[src/rtl/vga_timing_pkg.sv]
// Shared VGA timing defaults and decoder state encoding.
// Used by the sync decoder and by the timing generator.
package vga_timing_pkg;

   localparam int H_TOTAL_DEF      = 800;
   localparam int H_ACTIVE_DEF     = 640;
   localparam int H_SYNC_START_DEF = 656;
   localparam int H_SYNC_W_DEF     = 96;
   localparam int V_TOTAL_DEF      = 525;
   localparam int V_ACTIVE_DEF     = 480;
   localparam int V_SYNC_START_DEF = 490;
   localparam int V_SYNC_W_DEF     = 2;
   localparam int LOCK_LINES_DEF   = 2;

   // Period/width counters saturate here; reaching it means the sync has gone missing.
   localparam logic [9:0] CNT_MAX = 10'h3FF;
   localparam logic [7:0] ERR_MAX = 8'hFF;

   typedef enum logic [1:0] {
      SEARCH = 2'd0,
      H_ACQ  = 2'd1,
      V_ACQ  = 2'd2,
      LOCKED = 2'd3
   } sync_state_t;

endpackage

[src/rtl/sync_edge_meter.sv]
// Edge detector plus period and low-width meter for one active-low sync line.
// The period counter restarts at 1 on each falling edge; the low counter counts
// enabled events while the sync is low and is checked on the rising edge.
module sync_edge_meter
   import vga_timing_pkg::*;
#(
   parameter int TOTAL  = 800,
   parameter int SYNC_W = 96
) (
   input  logic clk,
   input  logic rst,
   input  logic tick,
   input  logic count_en,
   input  logic sync,
   output logic fall,
   output logic rise,
   output logic per_pass,
   output logic per_sat,
   output logic width_pass,
   output logic width_good
);

   localparam logic [9:0] TOTAL_C  = 10'(TOTAL);
   localparam logic [9:0] SYNC_W_C = 10'(SYNC_W);

   logic       sync_d;
   logic [9:0] per;
   logic [9:0] low;

   assign fall       = tick & ~sync & sync_d;
   assign rise       = tick & sync & ~sync_d;
   assign per_pass   = (per == TOTAL_C);
   assign per_sat    = (per == CNT_MAX);
   assign width_pass = (low == SYNC_W_C);

   // Sample the sync, run the period/low counters and latch the last width verdict.
   always_ff @(posedge clk) begin
      if (rst) begin
         sync_d     <= 1'b1;
         per        <= '0;
         low        <= '0;
         width_good <= 1'b0;
      end else if (tick) begin
         sync_d <= sync;
         if (fall) begin
            per <= 10'd1;
            low <= count_en ? 10'd1 : 10'd0;
         end else begin
            if (count_en && per != CNT_MAX) per <= per + 10'd1;
            if (count_en && !sync && low != CNT_MAX) low <= low + 10'd1;
         end
         if (rise) width_good <= width_pass;
      end
   end

endmodule

[src/rtl/vga_sync_decoder.sv]
// Recovers pixel/line position from incoming active-low VGA syncs, acquires
// horizontal then vertical lock, and flags/counts sync errors once locked.
module vga_sync_decoder
   import vga_timing_pkg::*;
#(
   parameter int H_TOTAL      = H_TOTAL_DEF,
   parameter int H_ACTIVE     = H_ACTIVE_DEF,
   parameter int H_SYNC_START = H_SYNC_START_DEF,
   parameter int H_SYNC_W     = H_SYNC_W_DEF,
   parameter int V_TOTAL      = V_TOTAL_DEF,
   parameter int V_ACTIVE     = V_ACTIVE_DEF,
   parameter int V_SYNC_START = V_SYNC_START_DEF,
   parameter int V_SYNC_W     = V_SYNC_W_DEF,
   parameter int LOCK_LINES   = LOCK_LINES_DEF
) (
   input  logic       clk,
   input  logic       rst,
   input  logic       select,
   input  logic       h_sync,
   input  logic       v_sync,
   output logic [9:0] hcount,
   output logic [9:0] vcount,
   output logic       video_on,
   output logic       locked,
   output logic       frame_start,
   output logic       sync_err,
   output logic [7:0] err_cnt
);

   localparam logic [9:0] H_LAST    = 10'(H_TOTAL - 1);
   localparam logic [9:0] V_LAST    = 10'(V_TOTAL - 1);
   localparam logic [9:0] H_LOAD    = 10'(H_SYNC_START + 1);
   localparam logic [9:0] V_LOAD    = 10'(V_SYNC_START);
   localparam logic [9:0] H_VIS     = 10'(H_ACTIVE);
   localparam logic [9:0] V_VIS     = 10'(V_ACTIVE);
   localparam logic [7:0] GOOD_LAST = 8'(LOCK_LINES - 1);

   logic h_fall, h_rise, h_per_pass, h_per_sat, h_w_pass, h_w_good;
   logic v_fall, v_rise, v_per_pass, v_per_sat, v_w_pass, v_w_good;
   logic h_fail, v_fail, h_wrap, err_evt;
   logic [9:0] hc_nxt, vc_nxt;
   logic [7:0] good, good_nxt;
   sync_state_t state, state_nxt;

   // Horizontal meter: counts pixel ticks.
   sync_edge_meter #(.TOTAL(H_TOTAL), .SYNC_W(H_SYNC_W)) u_h_meter (
      .clk(clk), .rst(rst), .tick(select), .count_en(select), .sync(h_sync),
      .fall(h_fall), .rise(h_rise), .per_pass(h_per_pass), .per_sat(h_per_sat),
      .width_pass(h_w_pass), .width_good(h_w_good)
   );

   // Vertical meter: counts hsync falling edges (lines).
   sync_edge_meter #(.TOTAL(V_TOTAL), .SYNC_W(V_SYNC_W)) u_v_meter (
      .clk(clk), .rst(rst), .tick(select), .count_en(h_fall), .sync(v_sync),
      .fall(v_fall), .rise(v_rise), .per_pass(v_per_pass), .per_sat(v_per_sat),
      .width_pass(v_w_pass), .width_good(v_w_good)
   );

   assign h_fail = (h_fall && !h_per_pass) || (h_rise && !h_w_pass) || (select && h_per_sat);
   assign v_fail = (v_fall && !v_per_pass) || (v_rise && !v_w_pass) || (select && v_per_sat);
   assign h_wrap = !h_fall && (hcount == H_LAST);
   assign locked = (state == LOCKED);

   // Next pixel/line position; sync edges re-anchor the free-running counters.
   always_comb begin
      hc_nxt = hcount;
      vc_nxt = vcount;
      if (select) begin
         if (h_fall)      hc_nxt = H_LOAD;
         else if (h_wrap) hc_nxt = '0;
         else             hc_nxt = hcount + 10'd1;
         if (v_fall)      vc_nxt = V_LOAD;
         else if (h_wrap) vc_nxt = (vcount == V_LAST) ? 10'd0 : vcount + 10'd1;
      end
   end

   // Acquisition FSM: horizontal qualification, then a clean frame, then lock.
   always_comb begin
      state_nxt = state;
      good_nxt  = good;
      err_evt   = 1'b0;
      if (select) begin
         case (state)
            SEARCH: if (h_fall) begin
               state_nxt = H_ACQ;
               good_nxt  = '0;
            end
            H_ACQ: if (h_fall) begin
               if (h_per_pass && h_w_good) begin
                  good_nxt = good + 8'd1;
                  if (good == GOOD_LAST) state_nxt = V_ACQ;
               end else begin
                  good_nxt = '0;
               end
            end
            V_ACQ: begin
               if (h_fail)                                  state_nxt = SEARCH;
               else if (v_fall && v_per_pass && v_w_good)   state_nxt = LOCKED;
            end
            LOCKED: if (h_fail || v_fail) begin
               state_nxt = SEARCH;
               err_evt   = 1'b1;
            end
            default: state_nxt = SEARCH;
         endcase
      end
   end

   // State, position and flag registers; flags describe the position registered alongside them.
   always_ff @(posedge clk) begin
      if (rst) begin
         state       <= SEARCH;
         good        <= '0;
         hcount      <= '0;
         vcount      <= '0;
         video_on    <= 1'b0;
         frame_start <= 1'b0;
         sync_err    <= 1'b0;
         err_cnt     <= '0;
      end else begin
         state       <= state_nxt;
         good        <= good_nxt;
         hcount      <= hc_nxt;
         vcount      <= vc_nxt;
         video_on    <= (state_nxt == LOCKED) && (hc_nxt < H_VIS) && (vc_nxt < V_VIS);
         frame_start <= select && (state_nxt == LOCKED) && (hc_nxt == '0) && (vc_nxt == '0);
         sync_err    <= err_evt;
         if (err_evt && err_cnt != ERR_MAX) err_cnt <= err_cnt + 8'd1;
      end
   end

endmodule

[config.mk]
export PLATFORM = sky130hd
export DESIGN_NAME = vga_sync_decoder
export DESIGN_NICKNAME = d
export VERILOG_FILES = /design/src/rtl/vga_timing_pkg.sv /design/src/rtl/sync_edge_meter.sv /design/src/rtl/vga_sync_decoder.sv
export SDC_FILE = /design/constraint.sdc
export NUM_CORES = 1
export LEC_CHECK = 0
export CAP_MARGIN = 20
export CORE_MARGIN = 1.5
export CORE_UTILIZATION = 50
export DETAILED_ROUTE_END_ITERATION = 8
export GPL_TIMING_DRIVEN = 0
export PLACE_DENSITY = 0.69
export SLEW_MARGIN = 25
export SYNTH_ARGS = -nofsm -noshare
export SYNTH_HDL_FRONTEND = slang
export SYNTH_SLANG_ARGS = --single-unit
[constraint.sdc]
create_clock -name clk -period 6.8 [get_ports clk]
set_input_delay 1.36 -clock clk [delete_from_list [all_inputs] [get_ports clk]]
set_output_delay 1.36 -clock clk [all_outputs]
set_load 0.02 [all_outputs]
=== Word-level counts from Yosys, hierarchy flattened ===
Index checks and enable logic that the tools add are counted.

* Reductions and logical operators: 49
* Muxes and demuxes: 32
* $lt $le $gt $ge: 2
* Bitwise gates (word level): 12
* $add $sub $neg: 8
* Eq/ne operators: 20

{| class="wikitable"
|+ Operator list
! operator !! count
|-
| 10-bit 2-to-1 mux || 15
|-
| 10-bit by 1-bit adder with 10-bit output (second input constant) || 6
|-
| 10-bit == test (second input constant) || 6
|-
| 10-bit inequality test (second input constant) || 4
|-
| 8-bit 2-to-1 mux || 3
|-
| 1-bit logical AND || 22
|-
| 10-bit logical NOT || 2
|-
| 8-bit by 1-bit adder with 8-bit output (second input constant) || 2
|-
| 2-bit 2-to-1 mux || 8
|-
| 8-bit case mux with 2 select lines || 1
|-
| 2-bit AND reduction || 6
|-
| 10-bit by 2-bit == test with 1-bit output (second input constant) || 1
|-
| 10-bit by 7-bit == test with 1-bit output (second input constant) || 1
|-
| 10-bit < comparator (second input constant) || 1
|-
| 10-bit by 9-bit < comparator with 1-bit output (second input constant) || 1
|-
| 2-bit nonzero test || 5
|-
| 1-bit AND || 8
|-
| 8-bit by 1-bit == test with 1-bit output (second input constant) || 1
|-
| 8-bit inequality test (second input constant) || 1
|-
| 2-bit case mux with 4 select lines || 1
|-
| 1-bit logical NOT || 7
|-
| 2-bit == test (second input constant) || 3
|-
| 1-bit logical OR || 5
|-
| 1-bit 2-to-1 mux || 4
|-
| other kinds (5) || 9
|}

* Input port bits: 5
* Register bits: 85
* Output and inout bits: 32

=== Logic depth before layout (Yosys ltp) ===
Gate-level depths: netlist of the first run.

* Depth after elaboration: 14
* Mapped depth: 9

=== Cells and area by module ===
A second synthesis of the first run with hierarchy kept.

* Cell total of the unflattened synthesis: 600
* Area total of the unflattened synthesis: 4,873.4 um2

{| class="wikitable"
|+ Modules (own cells, without submodules)
! module !! area each (um2) !! seq. area each (um2) !! cells an instance !! times used
|-
| vga_sync_decoder || 2,532.4 || 820.8 || 319 || 1
|-
| sync_edge_meter at u_v_meter || 1,171.1 || 440.4 || 144 || 1
|-
| sync_edge_meter at u_h_meter || 1,169.9 || 440.4 || 137 || 1
|}

=== Least setup slack after synthesis of the first run ===
Ideal clock, no wire load.

* Kind: input-to-reg
* From: in v_sync
* To: reg frame_start
* Cell stages on the path: 9
* Path slack: 3.638 ns
* Required time: 6.727 ns
* Arrival: 3.089 ns
* Path buffers: 2
* Setup time: 0.073 ns
* Path through: nor2b_1 -> buf_6 -> and2_4 -> buf_6 -> a221o_1 -> a2111o_1 -> a2111oi_2 -> nand4_1 -> nor3_2

* Longest elaborated chain between the ends: 14

{| class="wikitable"
|+ Ends and longest elaborated chain
! what !! RTL line !! RTL
|-
| from (decl) || vga_sync_decoder.sv:20 || <nowiki>input logic v_sync,</nowiki>
|-
| 1-bit NOT || sync_edge_meter.sv:30 || <nowiki>assign fall = tick & ~sync & sync_d;</nowiki>
|-
| 1-bit AND (2 in series) || sync_edge_meter.sv:30 ||
|-
| 1-bit logical AND || vga_sync_decoder.sv:60 || <nowiki>assign v_fail = (v_fall && !v_per_pass) || (v_rise && !v_w_pass) || (select && v_per_sat);</nowiki>
|-
| 1-bit logical OR (2 in series) || vga_sync_decoder.sv:60 ||
|-
| 1-bit logical OR || vga_sync_decoder.sv:100 || <nowiki>LOCKED: if (h_fail || v_fail) begin</nowiki>
|-
| 2-bit 2-to-1 mux || vga_sync_decoder.sv:100 ||
|-
| 2-bit case mux with 4 select lines || vga_sync_decoder.sv:83 || <nowiki>case (state)</nowiki>
|-
| 2-bit 2-to-1 mux || vga_sync_decoder.sv:82 || <nowiki>if (select) begin</nowiki>
|-
| 2-bit == test || vga_sync_decoder.sv:126 || <nowiki>frame_start <= select && (state_nxt == LOCKED) && (hc_nxt == '0) && (vc_nxt == '0);</nowiki>
|-
| 1-bit logical AND (2 in series) || vga_sync_decoder.sv:126 ||
|-
| 1-bit logical AND * || vga_sync_decoder.sv:126 ||
|-
| to (signal assigned) || vga_sync_decoder.sv:126 ||
|-
| to (decl) || vga_sync_decoder.sv:25 || <nowiki>output logic frame_start,</nowiki>
|}

Mark *: on every way between the ends. The rest lies on a longest branch, timed or not.
A chain may end at the register's enable or synchronous reset.

=== Final worst setup path of the first run ===
* From: in h_sync
* To: reg frame_start

* Longest elaborated chain between the ends: 14

{| class="wikitable"
|+ Ends and longest elaborated chain
! what !! RTL line !! RTL
|-
| from (decl) || vga_sync_decoder.sv:19 || <nowiki>input logic h_sync,</nowiki>
|-
| 1-bit NOT || sync_edge_meter.sv:30 ||
|-
| 1-bit AND (2 in series) || sync_edge_meter.sv:30 ||
|-
| 1-bit logical AND || vga_sync_decoder.sv:59 || <nowiki>assign h_fail = (h_fall && !h_per_pass) || (h_rise && !h_w_pass) || (select && h_per_sat);</nowiki>
|-
| 1-bit logical OR (2 in series) || vga_sync_decoder.sv:59 ||
|-
| 1-bit logical OR || vga_sync_decoder.sv:100 ||
|-
| 2-bit 2-to-1 mux || vga_sync_decoder.sv:100 ||
|-
| 2-bit case mux with 4 select lines || vga_sync_decoder.sv:83 ||
|-
| 2-bit 2-to-1 mux || vga_sync_decoder.sv:82 ||
|-
| 2-bit == test || vga_sync_decoder.sv:126 ||
|-
| 1-bit logical AND (2 in series) || vga_sync_decoder.sv:126 ||
|-
| 1-bit logical AND * || vga_sync_decoder.sv:126 ||
|}

Marked as above.

==> impl_results.md, run 1 <==
- Antenna violations before repair: 0
- DIE WIDTH: 96.94 microns
- Hold buffers post-CTS: 0
- Fill cell count: 822
- Placed insts: 683
- Post-layout minimum cycle time: 3.937 ns
- Final period util: 0.5789
- Met2 Usage GRT: 0.3588
- Gpl congestion: 0.8865
- Post-CTS setup buffers: 0
- Yosys Warn Count: 0
- Antenna cells: 0
- Number of global-route vias before repair: 3691
- Clock Latency Late Sink: 0.36 ns
- Switching portion of total power: 0.2661
- Worst endpoint required time: 7.06 ns
- Routed Antenna Nets: 0
- Largest net degree at the start of global routing: 16
- Area delta synth->final: 15.94%
- Max-slew headroom: 0.4369
- Reg2Reg Depth: 9
- Sequential area share after synthesis: 0.3857
- Lkg Pwr: 1.756 nW
- Crit path DAT: 4.20 ns
- Class of the worst hold path: flip-flop to flip-flop
- Final setup fails: 0
- Hold Fails Final Rpt: 0
- Post-synth EDFFs: 0
- Vias per std cell: 5.798
- Status: complete, no violations
- Layout Nets: 605
- Grt peak-use layer: met2
- Drt wl/cell: 15.06 microns
- Initial DRC Count: 215
- Layout cells sized above 1: 0.05076
- Startpoint of the worst hold path: u_v_meter.per[9]$_SDFFE_PP0P_
- CP Class: input port to flip-flop
- Worst reg2reg path startpoint: hcount[0]$_SDFF_PP0_
- RSZ-0062 raised after global routing: no
- Htree depth: 3
- Syn_nets: 558
- CTS tree: done
- Clk_skew: 0.01308 ns
- Combinational Power Share: 0.091
- Sequential power share: 0.526
- R2R setup slack: 3.92 ns
- DRT Wirelength: 10530 microns
- Port bufs: 36
- Row count: 34
- Synthesized cell area: 4412 sq um
- Setup_tns: 0 ns
- DRC violations left: 0
- Die height: 96.94 microns
- Startpoint types: input port
- Met1 Use GR: 0.3085
- Most frequent cells in the layout: nor2_1, dfxtp_1, nand2_1, clkdlybuf4s50_1, nand3_1
- First-pass GRT wire length: 17610 microns
- CTS Root Cell: clkbuf_8
- Pint: 0.7219 mW
- Post-CTS sizing: 0
- Core area: 8636 sq um
- Fin. max-slew vios: 0
- Non-Filler Instances: 699
- Total track usage: 0.2260
- Yosys cell types: 60
- R2R Path End: frame_start$_SDFF_PP0_
- Power Dens Cells: 192.3 nW/um^2
- Min-Delay Endpoint: u_v_meter.per[9]$_SDFFE_PP0P_
- Max Root-Sink Buffers: 2
- Maximum VDD drop: 0.1048 mV
- Dpl hpwl: 7615 microns
- Top FF cell, synth: dfxtp_1
- WHS Path Cells: 2
- Synth Instances: 539
- Die area: 9396 sq um
- Clk pwr share: 0.383
- CTS Buf Count: 9
- CP Capture Type: flip-flop
- Met3 usage: 0.03974
- Clock sink count: 85
- Max-Cap Viols: 0
- Num ports: 37
- DRT Pass-1 Iters: 5
- Grt ovf: 0
- Final Power: 0.9835 mW
- Crit-path max FO: 9
- CTS clk-pin slew, worst paths: 0.09 ns
- Initial Utilization: 0.5109
- Switching Power: 0.2617 mW
- Fmax achieved: 0.2540 GHz
- Avg Inst Size Synth: 8.185 sq um
- Fraction of registers with async set or reset after synthesis: 0
- Total vias in the final route: 4053
- #FFs+latches synth: 85
- Worst-margin pin slew: 0.8382 ns
sequential cells by signal, summed over array words and instances (netlist names):
register and flops:
hcount 10, u_h_meter.low 10, u_h_meter.per 10, u_v_meter.low 10, u_v_meter.per 10, vcount 10
err_cnt 8, good 8, state 2, frame_start 1, sync_err 1, u_h_meter.sync_d 1
u_h_meter.width_good 1, u_v_meter.sync_d 1, u_v_meter.width_good 1, video_on 1
synth_stat cells, types with 14 or more instances:
| master | count | area [sq um] |
|---|---|---|
| ha_1 | 14 | 175.2 |
| o21ai_0 | 18 | 90.09 |
| xor2_1 | 23 | 201.4 |
| inv_1 | 16 | 60.06 |
| a21oi_1 | 23 | 115.1 |
| nor2_1 | 85 | 319.1 |
| xnor2_1 | 21 | 183.9 |
| nand3_1 | 30 | 150.1 |
| nand2_1 | 42 | 157.7 |
| nand4_1 | 23 | 143.9 |
| nor3_1 | 21 | 105.1 |
| clkbuf_1 | 14 | 52.55 |
| dfxtp_1 | 85 | 1702 |
cells by family after synthesis:
logic type / Yosys count / synth area share
fa+ha+maj: 14 / 0.03971
simple gates: 270 / 0.3117
flops: 85 / 0.3857
mux: 4 / 0.009076
compound gates: 86 / 0.1319
buf+inv: 36 / 0.03460
xor+xnor: 44 / 0.08735
area by class of cell:
type	instances	area (sq um)	area share
plain buffers	19	88.84	0.01737
clock buffers	10	137.6	0.02691
clock inverters	6	70.07	0.01370
inverters	17	63.81	0.01248
multi-input cells	418	2557	0.5000
flip-flops and latches	85	1702	0.3327
well taps	108	135.1	0.02642
repair buffers	36	360.3	0.07045
worst max path at each step:
stage                 from                     end  slack [ns]
floorplan           v_sync  frame_start$_SDFF_PP0_        3.64
global placement    select     video_on$_SDFF_PP0_        2.51
detailed placement  select     video_on$_SDFF_PP0_        2.53
CTS                 select     video_on$_SDFF_PP0_        2.88
global route        select     video_on$_SDFF_PP0_        2.61
finish              h_sync  frame_start$_SDFF_PP0_        2.86
power by group through the flow:
stage | Clock [mW] | Sequential, mW | Combinational [mW]
4_1_cts | 0.382 | 0.517 | 0.0894
3_5_place_dp | 0 | 0.528 | 0.0889
2_1_floorplan | 0 | 0.531 | 0.0534
6_report | 0.377 | 0.517 | 0.0897
5_1_grt | 0.405 | 0.519 | 0.0988
3_3_place_gp | 0 | 0.528 | 0.0875
per-stage QoR:
stage                     hold slack [ns]  instance area (sq um)  utilization  worst slack (ns)
final                              0.4938                   5115       0.5923             2.863
after global routing               0.5348                   5115       0.5923             2.615
after floorplan                    0.4537                   4412            -             3.638
after detailed placement           0.4895                   4907       0.5682             2.525
after global placement             0.4712                   4907       0.5682             2.508
after CTS                          0.5009                   5115       0.5923             2.883
metal layers:
layer	share of wire	vias up
li1	-	2022
met1	0.48	1887
met2	0.45	126
met3	0.053	18
met4	0.016	0
met5	0	-
critical path: stages:
cell,delay (ns)
clkdlybuf4s50_1,0.55
nand3b_1,0.40
and4_1,0.25
clkbuf_1,0.32
nand4_1,0.27
nor3b_1,0.24
a2111oi_2,0.46
nand4_1,0.17
nor3_2,0.18
(Power assumes the default switching activity.)
==> run 2: changes to the inputs <==
clock period = 3.9 ns   (was 6.8 ns; I/O delays follow)
==> results of run 2 <==
Same layout as run 1 (identical final DEF). Status: complete, no violations.
Main changes from that run: setup slack after placement 2.525 ns -> 0.2054 ns; setup slack after layout 2.863 ns -> 0.5434 ns; register-to-register setup slack 3.92 ns -> 1.02 ns; total power 0.9835 mW -> 1.715 mW; worst IR drop on VDD 0.1048 mV -> 0.1828 mV
==> run 3: changes to the inputs <==
CORE_MARGIN = unset   (was 1.5)
CORE_UTILIZATION = 58   (was 50)
PLACE_DENSITY = 0.79   (was 0.69)
==> run 3 against run 2 <==
Final cell count down 1.3%. Die area is 15% lower. Sequential share of layout area up 0.14 points. Register-to-register slack hardly changed.
==> impl_results.md, run 3 (synthesized netlist as in run 1, its figures left out) <==
- Status: complete, no violations (unchanged)
- DRC violations left: 0 (unchanged)
- Htree depth: 3 (unchanged)
- Hold buffers post-CTS: 0 (unchanged)
- Final period util: 0.8662 (was 0.8607)
- Area delta synth->final: 15.46% (was 15.94%)
- Clock sink count: 85 (unchanged)
- Max-slew headroom: 0.4590 (was 0.4369)
- Hold Fails Final Rpt: 0 (unchanged)
- Worst reg2reg path startpoint: hcount[0]$_SDFF_PP0_ (unchanged)
- CP Buf/Inv Count: 5 (was 2)
- CTS tree: done (unchanged)
- Routed Antenna Nets: 0 (unchanged)
- Crit-path max FO: 10 (was 9)
- Layout cells sized above 1: 0.05076 (unchanged)
- CP Class: input port to flip-flop (unchanged)
- Layout Nets: 605 (unchanged)
- Initial DRC Count: 206 (was 215)
- Power Dens Cells: 333.5 nW/um^2 (was 335.3 nW/um^2)
- Reg2Reg Depth: 9 (unchanged)
- Die area: 7959 sq um (was 9396 sq um)
- Final setup fails: 0 (unchanged)
- Storage cell area: 1702 sq um (unchanged)
- Lkg Pwr: 1.761 nW (was 1.756 nW)
- Clk_skew: 0.009694 ns (was 0.01308 ns)
- RSZ-0062 raised after global routing: no (unchanged)
- R2R setup slack: 1.02 ns (about the same)
- Port bufs: 36 (unchanged)
- Crit path from: select (was h_sync)
- Vias per std cell: 5.894 (was 5.798)
- Antenna violations before repair: 0 (unchanged)
- Max-Cap Viols: 0 (unchanged)
- Largest net degree at the start of global routing: 16 (unchanged)
- Post-layout minimum cycle time: 3.378 ns (was 3.357 ns)
- DRT Wirelength: 10260 microns (was 10530 microns)
- Final Power: 1.699 mW (was 1.715 mW)
- CTS clk-pin slew, worst paths: 0.09 ns (about the same)
- DRT Pass-1 Iters: 5 (unchanged)
- Num ports: 37 (unchanged)
- First-pass GRT wire length: 16880 microns (was 17610 microns)
- Setup_tns: 0 ns (unchanged)
- Startpoint types: input port (unchanged)
- Max Root-Sink Buffers: 2 (unchanged)
- Worst-margin pin slew: 0.8054 ns (was 0.8382 ns)
- Fill cell count: 649 (was 822)
- Clock Latency Late Sink: 0.36 ns (about the same)
- Dpl hpwl: 7488 microns (was 7615 microns)
- R2R Path End: frame_start$_SDFF_PP0_ (unchanged)
- Maximum VDD drop: 0.2037 mV (was 0.1828 mV)
- Initial Utilization: 0.6050 (was 0.5109)
- WP depth: 8 (was 9)
- CP max stage cell: clkdlybuf4s50_1 (unchanged)
- Drt wl/cell: 14.86 microns (was 15.06 microns)
- Most frequent cells in the layout: nor2_1, dfxtp_1, nand2_1, clkdlybuf4s50_1, nand3_1 (unchanged)
- Antenna cells: 0 (unchanged)
- Critical Path Most Common Cell: clkbuf_1 (was nand4_1)
- Post-CTS sizing: 0 (unchanged)
- Grt ovf: 0 (unchanged)
- CTS Root Cell: clkbuf_8 (unchanged)
- DIE WIDTH: 89.22 microns (was 96.94 microns)
- Worst path cell trace: clkdlybuf4s50_1 > clkbuf_1 > clkbuf_1 > clkbuf_1 > buf_1 > o211ai_1 > nor4_1 > nor2_1 (was clkdlybuf4s50_1 > nand3b_1 > and4_1 > clkbuf_1 > nand4_1 > nor3b_1 > a2111oi_2 > nand4_1 > nor3_2)
- Crit path DAT: 3.63 ns (was 3.62 ns)
- Multi-input logic area: 2557 sq um (unchanged)
- Total vias in the final route: 4067 (was 4053)
- Core area: 7292 sq um (was 8636 sq um)
- Number of global-route vias before repair: 3583 (was 3691)
- Class of the worst hold path: flip-flop to flip-flop (unchanged)
- Post-CTS setup buffers: 0 (unchanged)
- CP top delay family: buffers and inverters (was simple AND/OR/NAND/NOR gates)
- Fin. max-slew vios: 0 (unchanged)
- CP peak stage delay: 0.52 ns (was 0.55 ns)
- Worst Setup EP: video_on$_SDFF_PP0_ (was frame_start$_SDFF_PP0_)
- Row count: 31 (was 34)
- Worst endpoint required time: 4.15 ns (was 4.16 ns)
- Total track usage: 0.2760 (was 0.2260)
- Gpl congestion: 0.8747 (was 0.8865)
- CP Capture Type: flip-flop (unchanged)
- Die height: 89.22 microns (was 96.94 microns)
- CTS Buf Count: 9 (unchanged)
- Fmax achieved: 0.2960 GHz (was 0.2979 GHz)
==> run 3: changes by cell type in the layout (fill, tap and decap cells not counted) <==
| cell | before | now |
|---|---|---|
| clkbuf_8 | 10 | 9 |
| clkinvlp_4 | 3 | 1 |
| clkinv_2 | 0 | 2 |
| inv_6 | 1 | 2 |
==> run 3: metrics by stage <==
| stage | hold slack [ns] | utilization | area, sq um | instances | setup slack [ns] |
|---|---|---|---|---|---|
| 2_1_floorplan | 0.4537 | - | 4412 | 539 | 1.318 |
| 3_3_place_gp | 0.4652 | 0.6714 | 4896 | 674 | 0.2558 |
| 3_5_place_dp | 0.4805 | 0.6714 | 4896 | 674 | 0.2144 |
| 4_1_cts | 0.4918 | 0.6985 | 5094 | 690 | 0.5866 |
| 5_1_grt | 0.5261 | 0.6985 | 5094 | 690 | 0.3031 |
| 6_report | 0.4905 | 0.6985 | 5094 | 690 | 0.5219 |
==> run 3: worst min-delay path by stage <==
| stage | slack [ns] | endpoint | from | cells past startpoint |
|---|---|---|---|---|
| after floorplan | 0.45 | u_v_meter.per[9]$_SDFFE_PP0P_ | u_v_meter.per[9]$_SDFFE_PP0P_ | 2 |
| after global placement | 0.47 | u_v_meter.per[9]$_SDFFE_PP0P_ | u_v_meter.per[9]$_SDFFE_PP0P_ | 2 |
| after detailed placement | 0.48 | u_v_meter.per[9]$_SDFFE_PP0P_ | u_v_meter.per[9]$_SDFFE_PP0P_ | 2 |
| after CTS | 0.49 | u_v_meter.per[9]$_SDFFE_PP0P_ | u_v_meter.per[9]$_SDFFE_PP0P_ | 2 |
| after global routing | 0.53 | u_v_meter.per[9]$_SDFFE_PP0P_ | u_v_meter.per[9]$_SDFFE_PP0P_ | 2 |
| final | 0.49 | u_v_meter.per[9]$_SDFFE_PP0P_ | u_v_meter.per[9]$_SDFFE_PP0P_ | 2 |
==> run 3: final cells by class <==
class                   count  share of cell area
well taps                  99             0.02432
clock buffers               9             0.02432
multi-input cells         418              0.5021
plain buffers              19             0.01744
repair buffers             36             0.07074
clock inverters             7             0.01449
flip-flops and latches     85              0.3341
inverters                  17             0.01253
==> run 3: layer usage <==
metal	global-route usage	vias up	wire [microns]
met5	0	-	0
met4	0.09812	0	178
met3	0.03416	15	589
met2	0.4386	125	4567
met1	0.3874	1900	4920
li1	-	2027	-
==> run 3: power breakdown <==
group          internal [mW]  switching (mW)
Clock                  0.300           0.341
Sequential             0.882          0.0199
Combinational         0.0594          0.0964
==> run 3: tightest hold or removal path, stage by stage (launching register included) <==
cell and delay [ns]:
dfxtp_1 0.32, o21ai_0 0.07, a21oi_1 0.06
